## config.mk

```make
export PLATFORM = sky130hd
export DESIGN_NAME = ed_gen
export DESIGN_NICKNAME = d
export VERILOG_FILES = /design/src/rtl/ed_gen_pkg.sv /design/src/rtl/ed_gen_timer.sv /design/src/rtl/ed_gen.sv
export SDC_FILE = /design/constraint.sdc
export NUM_CORES = 1
export LEC_CHECK = 0
export CAP_MARGIN = 5
export CORE_UTILIZATION = 51
export DETAILED_ROUTE_END_ITERATION = 12
export PLACE_DENSITY_LB_ADDON = 0.08
export SYNTH_ARGS = -nofsm -noshare
export SYNTH_HDL_FRONTEND = slang
export SYNTH_SLANG_ARGS = --single-unit
```

## constraint.sdc

```tcl
create_clock -name clk -period 3.1 [get_ports clk]
set_input_delay 0.62 -clock clk [delete_from_list [all_inputs] [get_ports clk]]
set_output_delay 0.62 -clock clk [all_outputs]
set_load 0.005 [all_outputs]
```

## src/rtl/ed_gen_pkg.sv

```systemverilog
// ed_gen_pkg: shared types and helpers for the edge generator.
//   gen_state_e  - FSM state encoding (idle / active level held / idle level held)
//   timer_width  - width of the hold timer for a given HOLD (never below 1 bit)
//   idle_level   - level the output rests at between events, per edge type
package ed_gen_pkg;

    typedef enum logic [1:0] {
        StIdle = 2'd0,
        StAct  = 2'd1,
        StGap  = 2'd2
    } gen_state_e;

    // Hold timer counts HOLD-1 down to 0; HOLD=1 still needs a 1-bit register.
    function automatic int unsigned timer_width(input int unsigned hold);
        int unsigned w;
        w = $clog2(hold);
        return (w < 1) ? 1 : w;
    endfunction

    // "ris" rests low, "fal" rests high, "ed" rests at its configured reset value.
    function automatic logic idle_level(input logic is_ris, input logic is_fal,
                                        input logic reset_val);
        if (is_ris) begin
            return 1'b0;
        end
        if (is_fal) begin
            return 1'b1;
        end
        return reset_val;
    endfunction

endpackage

```

## src/rtl/ed_gen_timer.sv

```systemverilog
// ed_gen_timer: load/decrement down-counter timing how long a level is held.
//   clk_i    clock
//   reset_i  asynchronous active-high reset (count cleared)
//   load_i   load HOLD-1 (has priority over decrement)
//   dec_i    decrement by one; saturates at zero
//   zero_o   count is zero
module ed_gen_timer
    import ed_gen_pkg::*;
#(
    parameter int unsigned HOLD = 4
) (
    input  logic clk_i,
    input  logic reset_i,
    input  logic load_i,
    input  logic dec_i,
    output logic zero_o
);

    localparam int unsigned TW = timer_width(HOLD);
    localparam logic [TW-1:0] LoadVal = TW'(HOLD - 1);

    logic [TW-1:0] cnt_q, cnt_d;

    always_comb begin
        cnt_d = cnt_q;
        if (load_i) begin
            cnt_d = LoadVal;
        end else if (dec_i && (cnt_q != '0)) begin
            cnt_d = cnt_q - 1'b1;
        end
    end

    always_ff @(posedge clk_i or posedge reset_i) begin
        if (reset_i) begin
            cnt_q <= '0;
        end else begin
            cnt_q <= cnt_d;
        end
    end

    assign zero_o = (cnt_q == '0);

endmodule

```

## src/rtl/ed_gen.sv

```systemverilog
// ed_gen: edge generator. Turns 1-cycle event strobes into toggles ("ed") or held pulses
// ("ris" high pulse, "fal" low pulse) that an edge detector of the same type recovers
// one-for-one. Every level is held HOLD cycles; events arriving while busy are queued in a
// saturating pending counter.
//   clk       clock
//   reset     asynchronous active-high reset
//   in        event strobe; every high cycle is one event
//   out       generated level (registered)
//   busy      a level is being held or events are pending (registered)
//   ovf       1-cycle pulse: an event was dropped because the pending counter was full
//   pend_cnt  events queued but not yet started
module ed_gen
    import ed_gen_pkg::*;
#(
    parameter string       TYPE            = "ed",
    parameter int unsigned HOLD            = 4,     // >= 1
    parameter int unsigned PEND_W          = 4,
    parameter logic        OUT_RESET_VALUE = 1'b0
) (
    input  logic              clk,
    input  logic              reset,
    input  logic              in,
    output logic              out,
    output logic              busy,
    output logic              ovf,
    output logic [PEND_W-1:0] pend_cnt
);

    localparam bit   IsRis   = (TYPE == "ris");
    localparam bit   IsFal   = (TYPE == "fal");
    localparam bit   IsEd    = !IsRis && !IsFal;
    localparam logic IdleLvl = idle_level(IsRis, IsFal, OUT_RESET_VALUE);

    gen_state_e        state_q, state_d;
    logic              out_q, out_d;
    logic              busy_q, busy_d;
    logic              ovf_q, ovf_d;
    logic [PEND_W-1:0] pend_q, pend_d;

    logic tmr_load, tmr_dec, tmr_zero;
    logic pend_any, pend_full, avail, start, pend_inc, pend_dec;

    ed_gen_timer #(
        .HOLD (HOLD)
    ) u_timer (
        .clk_i   (clk),
        .reset_i (reset),
        .load_i  (tmr_load),
        .dec_i   (tmr_dec),
        .zero_o  (tmr_zero)
    );

    always_comb begin
        pend_any  = (pend_q != '0);
        pend_full = &pend_q;
        avail     = in | pend_any;

        state_d  = state_q;
        out_d    = out_q;
        start    = 1'b0;
        tmr_load = 1'b0;
        tmr_dec  = (state_q != StIdle);

        unique case (state_q)
            StIdle: begin
                start = avail;
            end
            StAct: begin
                if (tmr_zero) begin
                    if (IsEd) begin
                        // Back-to-back toggle keeps the spacing at exactly HOLD.
                        start = avail;
                        if (!avail) begin
                            state_d = StIdle;
                        end
                    end else begin
                        out_d    = IdleLvl;
                        tmr_load = 1'b1;
                        state_d  = StGap;
                    end
                end
            end
            StGap: begin
                if (tmr_zero) begin
                    start = avail;
                    if (!avail) begin
                        state_d = StIdle;
                    end
                end
            end
            default: begin
                state_d = StIdle;
            end
        endcase

        if (start) begin
            state_d  = StAct;
            tmr_load = 1'b1;
            out_d    = IsEd ? ~out_q : ~IdleLvl;
        end

        // A queued event always starts before a fresh strobe; the strobe then takes its slot.
        pend_dec = start & pend_any;
        pend_inc = in & ~(start & ~pend_any);

        pend_d = pend_q;
        ovf_d  = 1'b0;
        if (pend_inc && !pend_dec) begin
            if (pend_full) begin
                ovf_d = 1'b1;
            end else begin
                pend_d = pend_q + 1'b1;
            end
        end else if (pend_dec && !pend_inc) begin
            pend_d = pend_q - 1'b1;
        end

        busy_d = (state_d != StIdle) | (pend_d != '0);
    end

    always_ff @(posedge clk or posedge reset) begin
        if (reset) begin
            state_q <= StIdle;
            out_q   <= IdleLvl;
            busy_q  <= 1'b0;
            ovf_q   <= 1'b0;
            pend_q  <= '0;
        end else begin
            state_q <= state_d;
            out_q   <= out_d;
            busy_q  <= busy_d;
            ovf_q   <= ovf_d;
            pend_q  <= pend_d;
        end
    end

    assign out      = out_q;
    assign busy     = busy_q;
    assign ovf      = ovf_q;
    assign pend_cnt = pend_q;

endmodule

```

==> flow_metrics.py, run 1 <==
metrics = {
    "worst_setup_path": {
        "crit_fanout": 7,
        "r2r_setup_slack_ns": 0.53,
        "crit_arrival_ns": 2.72,
        "cp_slowest_stage_delay_ns": 0.53,
        "worstRegToRegCells": 7,
        "crit_chain": "inv_1 -> ha_1 -> nor3b_2 -> or4_4 -> or2_1 -> a311o_1 -> or4_1",
        "timing.rr.end": "busy$_DFF_PP0_",
        "crit_type": "flop to flop",
        "crit_path_end_kind": "flop",
        "r2r_start": "pend_cnt[1]$_DFF_PP0_",
        "cp-start-kind": "flop",
        "crit_required_ns": 3.25,
        "crit_slowest_cell": "or4_4",
    },
    "global_routing": {
        "grt_max_degree": 12,
        "grt_pass1_wl_mm": 2.152,
        "grt_pass1_vias": 482,
        "antenna_found_initial": 0,
        "grt_overflow_total": 0,
        "track_usage": 0.2108,
    },
    "die": {
        "die_area_um2": 1567,
        "start_util": 0.5538,
        "die_x_um": 39.59,
        "fp.dieH_um": 39.59,
        "ioPinCount": 10,
        "core-area_um2": 1301,
        "row_count": 13,
    },
    "hold_path": {
        "whs_endpoint": "out$_DFFE_PP0N_",
        "hold_path.startpoint": "out$_DFFE_PP0N_",
        "min-delay-path-class": "flop to flop",
        "min_path_cells": 1,
    },
    "route": {
        "drt-wirelength-per-cell_um": 13.47,
        "wirelength_mm": 1.347,
        "drcViolationCount": 0,
        "via_count": 564,
        "drtIter0Drc": 4,
        "antenna_left": 0,
        "vias_per_cell": 5.640,
        "firstDrtPassIters": 4,
    },
    "sta": {
        "fin_skew_ns": 0.006266,
        "grt_setup_unrepaired": "no",
        "max_freq_mhz": 388.5,
        "tns_ns": 0,
        "slew_headroom": 0.7176,
        "fin_crit_ns": 2.574,
        "hold_ws_ns": 0.4798,
        "hold_violations": 0,
        "setup_viol": 0,
        "slew_viol_final": 0,
        "tightest_slew_ns": 0.4192,
        "finalCritPeriodShare": 0.8303,
    },
    "clock_network": {
        "clk_pin_slew_worst_paths_ns": 0.07,
        "cts_root_buffer": "clkbuf_4",
        "cts_buffers": 3,
        "insertion_delay_ns": 0.27,
        "htree_levels": 1,
        "ctsLongestPathBuffers": 2,
        "cts_tree": "done",
        "postCtsSetupRepairBufs": 0,
        "cts_sinks": 11,
        "cts_repair_resize_count": 0,
        "cts_hold_buffers": 0,
    },
    "yosys": {
        "syn-instance-count": 75,
        "yosysSeqAreaShare": 0.3819,
        "avgSynthCellArea_um2": 9.609,
        "syn_area_um2": 720.7,
        "yosys_register_bits": 11,
        "synth_cell_types": 34,
        "synth_nets": 84,
        "synthFlopType": "dfrtp_1",
        "synthArstFlopShare": 1.000,
        "yosysWarnings": 0,
        "synth_edf_count": 0,
    },
    "job": {
        "maxCapViolations": 0,
    },
    "power": {
        "powerDensity_nw_per_um2": 991.2,
        "peakVddDrop_v": 0.0005401,
        "power_leakage_nw": 0.3699,
    },
    "finish": {
        "layout.cells.non_filler": 100,
        "postLayoutCoreUtil": 0.6442,
        "area_delta_synth_final_pct": 16.32,
        "fill_cells": 109,
        "design_area_um2": 838.3,
        "final_nets": 95,
        "antenna_cells": 0,
        "drive_above_1_share": 0.1176,
    },
    "placed_design": {
        "dp_cells": 96,
        "hpwlAfterDp_um": 987.9,
        "placedInstanceArea_um2": 812.0,
        "io_buffers": 9,
        "routabilityCongestion": 0.7173,
    },
    "run_status": {
        "run_status": "complete, no violations",
    },
}
## layer usage
layer / vias up / GRT usage / wire length [um]
met4: 0 / 0.07759 / 21
met2: 11 / 0.2787 / 533
met1: 257 / 0.3248 / 743
li1: 291 / - / -
met5: - / 0 / 0
met3: 5 / 0.05114 / 49
## how the worst max path moves through the flow
stage	start	endpoint	slack [ns]	depth (start not counted)
after floorplan	pend_cnt[0]$_DFF_PP0_	busy$_DFF_PP0_	0.68	7
after global placement	in	busy$_DFF_PP0_	0.32	5
after detailed placement	in	busy$_DFF_PP0_	0.26	5
after CTS	pend_cnt[1]$_DFF_PP0_	busy$_DFF_PP0_	0.52	7
after global routing	state_q[0]$_DFF_PP0_	busy$_DFF_PP0_	0.45	7
final	pend_cnt[1]$_DFF_PP0_	busy$_DFF_PP0_	0.53	7
## placed cells by master (no fill, tap or decap), types with 2 or more instances in the layout
cell type / Yosys / final
a31oi_1: 2 / 2
clkbuf_4: 0 / 3
clkdlybuf4s50_1: 0 / 9
dfrtp_1: 11 / 11
ha_1: 6 / 6
inv_1: 9 / 9
mux2i_1: 2 / 2
nand2_1: 6 / 6
nand3_1: 3 / 3
nor2_1: 2 / 2
o211ai_1: 2 / 2
o21ai_0: 5 / 5
xnor2_1: 3 / 3
## area by class of cell
type                    count  area [um^2]  share of cell area
multi-input cells          52        394.1              0.4701
clock buffers               4        26.28             0.03134
repair buffers              9        90.09              0.1075
well taps                  15        18.77             0.02239
flip-flops and latches     11        275.3              0.3284
inverters                   9        33.78             0.04030
## synth_stat cells (2+ instances only)
| master | instances | area (um^2) |
|---|---|---|
| ha_1 | 6 | 75.07 |
| dfrtp_1 | 11 | 275.3 |
| nand3_1 | 3 | 15.01 |
| inv_1 | 9 | 33.78 |
| buf_2 | 2 | 10.01 |
| nor2_1 | 2 | 7.510 |
| xnor2_1 | 3 | 26.28 |
| o21ai_0 | 5 | 25.02 |
| nand2_1 | 6 | 22.52 |
| mux2i_1 | 2 | 20.02 |
| o211ai_1 | 2 | 15.01 |
| a31oi_1 | 2 | 12.51 |
## flip-flops by register name, summed over array words and instances, names as in the netlist
register / count
out: 1
state_q: 2
u_timer.cnt_q: 2
busy: 1
ovf: 1
pend_cnt: 4
## power by group
group / internal (W) / switching (W) / leakage (nW) / total [W]
combinational: 0.000236 / 0.000220 / 0.227 / 0.000456
clock: 0.0000499 / 0.0000500 / 0.0150 / 0.0000999
sequential: 0.000202 / 0.0000730 / 0.128 / 0.000275
## worst max-delay path: cells and delay by family (launching register included)
family | cells | cell delay (ns)
AO/OA/AOI/OAI | 1 | 0.34
AND/OR/NAND/NOR | 4 | 1.35
flip-flops | 1 | 0.47
adder cells (fa/ha/maj) | 1 | 0.20
buffers and inverters | 1 | 0.09
## per-stage QoR
step | setup WS [ns] | power, W
6_report | 0.5261 | 0.0008309
5_1_grt | 0.4484 | 0.0009048
3_3_place_gp | 0.3167 | 0.0007277
3_5_place_dp | 0.2621 | 0.0007278
4_1_cts | 0.5196 | 0.0008288
2_1_floorplan | 0.6782 | 0.0005906
## kinds of logic (layout without fill, tap and decap cells)
logic type | after synthesis | count (layout) | synth area share
AOI/OAI and AO/OA | 19 | 19 | 0.1945
xor gates and xnor gates | 3 | 3 | 0.03646
adders and majority gates | 6 | 6 | 0.1042
buffers and inverters | 12 | 22 | 0.07118
DFF | 11 | 11 | 0.3819
muxes | 2 | 2 | 0.02778
and+or+nand+nor | 22 | 22 | 0.1840
Power figures use the tool's default switching activity.
==> run 2, diff against run 1 <==
==> constraint.sdc (replaced) <==
create_clock -name clk -period 2.4 [get_ports clk]
set_input_delay 0.48 -clock clk [delete_from_list [all_inputs] [get_ports clk]]
set_output_delay 0.48 -clock clk [all_outputs]
set_load 0.005 [all_outputs]
==> run 2 against run 1 <==
Compared with the run above: die area stayed put; cell area is 17% higher; utilization is 11 points higher; combinational power is 76% higher; critical endpoint unchanged; largest cell class unchanged.
==> flow_metrics.py, run 2 (synthesis gave the netlist of run 1 again) <==
metrics = {
    "route": {
        "antenna_left": 0,
        "vias_per_cell": 5.684,
        "via_count": 665,
        "drt-wirelength-per-cell_um": 14.02,
        "drcViolationCount": 0,
        "wirelength_mm": 1.640,
        "drtIter0Drc": 20,
        "firstDrtPassIters": 4,
    },
    "global_routing": {
        "grt_max_degree": 12,
        "antenna_found_initial": 0,
        "grt_pass1_wl_mm": 2.532,
        "track_usage": 0.2420,
        "grt_pass1_vias": 607,
        "grt_overflow_total": 0,
    },
    "worst_setup_path": {
        "crit_type": "flop to flop",
        "crit_arrival_ns": 2.48,
        "crit_path_end_kind": "flop",
        "cp-start-kind": "flop",
        "crit_fanout": 4,
        "crit_required_ns": 2.55,
    },
    "finish": {
        "final_cell_mix": "buf_4, dfrtp_1, clkdlybuf4s50_1",
        "largest_reg_flops": 4,
        "area_delta_synth_final_pct": 36.11,
        "final_nets": 112,
        "drive_above_1_share": 0.3039,
        "layout_commonest_cell": "buf_4",
        "postLayoutCoreUtil": 0.7538,
        "fill_cells": 88,
        "antenna_cells": 0,
    },
    "job": {
        "maxCapViolations": 0,
    },
    "sta": {
        "slew_headroom": 0.7211,
        "hold_violations": 0,
        "layout_setup_ws_ns": 0.06844,
        "fin_skew_ns": 0.0008512,
        "fin_crit_ns": 2.332,
        "slew_viol_final": 0,
        "hold_ws_ns": 0.4812,
        "max_freq_mhz": 428.9,
        "setup_viol": 0,
        "tightest_slew_ns": 0.4180,
        "grt_setup_unrepaired": "no",
        "finalCritPeriodShare": 0.9715,
    },
    "clock_network": {
        "cts_buffers": 3,
        "ctsLongestPathBuffers": 2,
        "insertion_delay_ns": 0.27,
        "clk_pin_slew_worst_paths_ns": 0.08,
        "cts_tree": "done",
        "htree_levels": 1,
        "cts_root_buffer": "clkbuf_4",
        "cts_sinks": 11,
        "cts_hold_buffers": 0,
    },
    "placed_design": {
        "io_buffers": 9,
        "hpwlAfterDp_mm": 1.181,
        "routabilityCongestion": 0.7630,
        "pre_cts_slack_ns": -0.1835,
    },
    "run_status": {
        "run_status": "complete, no violations",
    },
    "die": {
        "die_x_um": 39.59,
        "row_count": 13,
        "fp.dieH_um": 39.59,
        "die_area_um2": 1567,
        "core-area_um2": 1301,
        "start_util": 0.5538,
        "ioPinCount": 10,
    },
    "hold_path": {
        "min-delay-path-class": "flop to flop",
    },
    "power": {
        "peakVddDrop_v": 0.0007506,
        "power_leakage_nw": 0.4476,
        "finalPower_w": 0.001274,
        "powerDensity_nw_per_um2": 1299,
    },
}
run 2: final timing paths:
kind	from	endpoint	slack [ns]	cells past startpoint
hold reg to reg	out$_DFFE_PP0N_	out$_DFFE_PP0N_	0.48	1
setup reg to reg	state_q[0]$_DFF_PP0_	busy$_DFF_PP0_	0.07	7
max in group asynchronous	reset	ovf$_DFF_PP0_	1.62	2
min in group asynchronous	reset	out$_DFFE_PP0N_	0.49	2
setup / recovery	state_q[0]$_DFF_PP0_	busy$_DFF_PP0_	0.07	7
hold / removal	out$_DFFE_PP0N_	out$_DFFE_PP0N_	0.48	1
run 2: cell type report:
cell class,instances,area [um^2],area share
clock buffers,4,26.28,0.02679
well taps,15,18.77,0.01913
repair buffers,26,217.7,0.2219
inverters,9,33.78,0.03444
multi-input cells,52,409.1,0.4171
flip-flops and latches,11,275.3,0.2806
run 2: through the flow:
stage / TNS [ns] / cells / cell area [um^2]
2_1_floorplan: 0 / 75 / 720.7
3_3_place_gp: -0.1603 / 110 / 917.1
3_5_place_dp: -0.1835 / 110 / 917.1
4_1_cts: 0 / 114 / 943.4
5_1_grt: 0 / 117 / 980.9
6_report: 0 / 117 / 980.9
run 2: layer usage:
layer | routed length, um | track usage | share of wire
met1 | 784 | 0.3251 | 0.48
met2 | 785 | 0.3689 | 0.48
met3 | 58 | 0.05682 | 0.035
met4 | 12 | 0.09483 | 0.0073
met5 | 0 | 0 | 0
run 2: critical path, cell delays in order (launching register included):
cell and delay [ns]:
dfrtp_1 0.40, inv_1 0.10, ha_4 0.28, a21oi_2 0.05, or4_4 0.41, or2_1 0.25, a311o_1 0.32, or4_1 0.40
run 2: timing repair:
item,in CTS,in global routing
resized for setup,0,4
setup buffers,0,3
setup endpoints to repair,0,1
run 2: report_power, final:
| group | internal (W) | total (W) | switching (W) |
|---|---|---|---|
| clock | 0.0000644 | 0.000134 | 0.0000700 |
| combinational | 0.000454 | 0.000802 | 0.000348 |
| sequential | 0.000261 | 0.000338 | 0.0000772 |
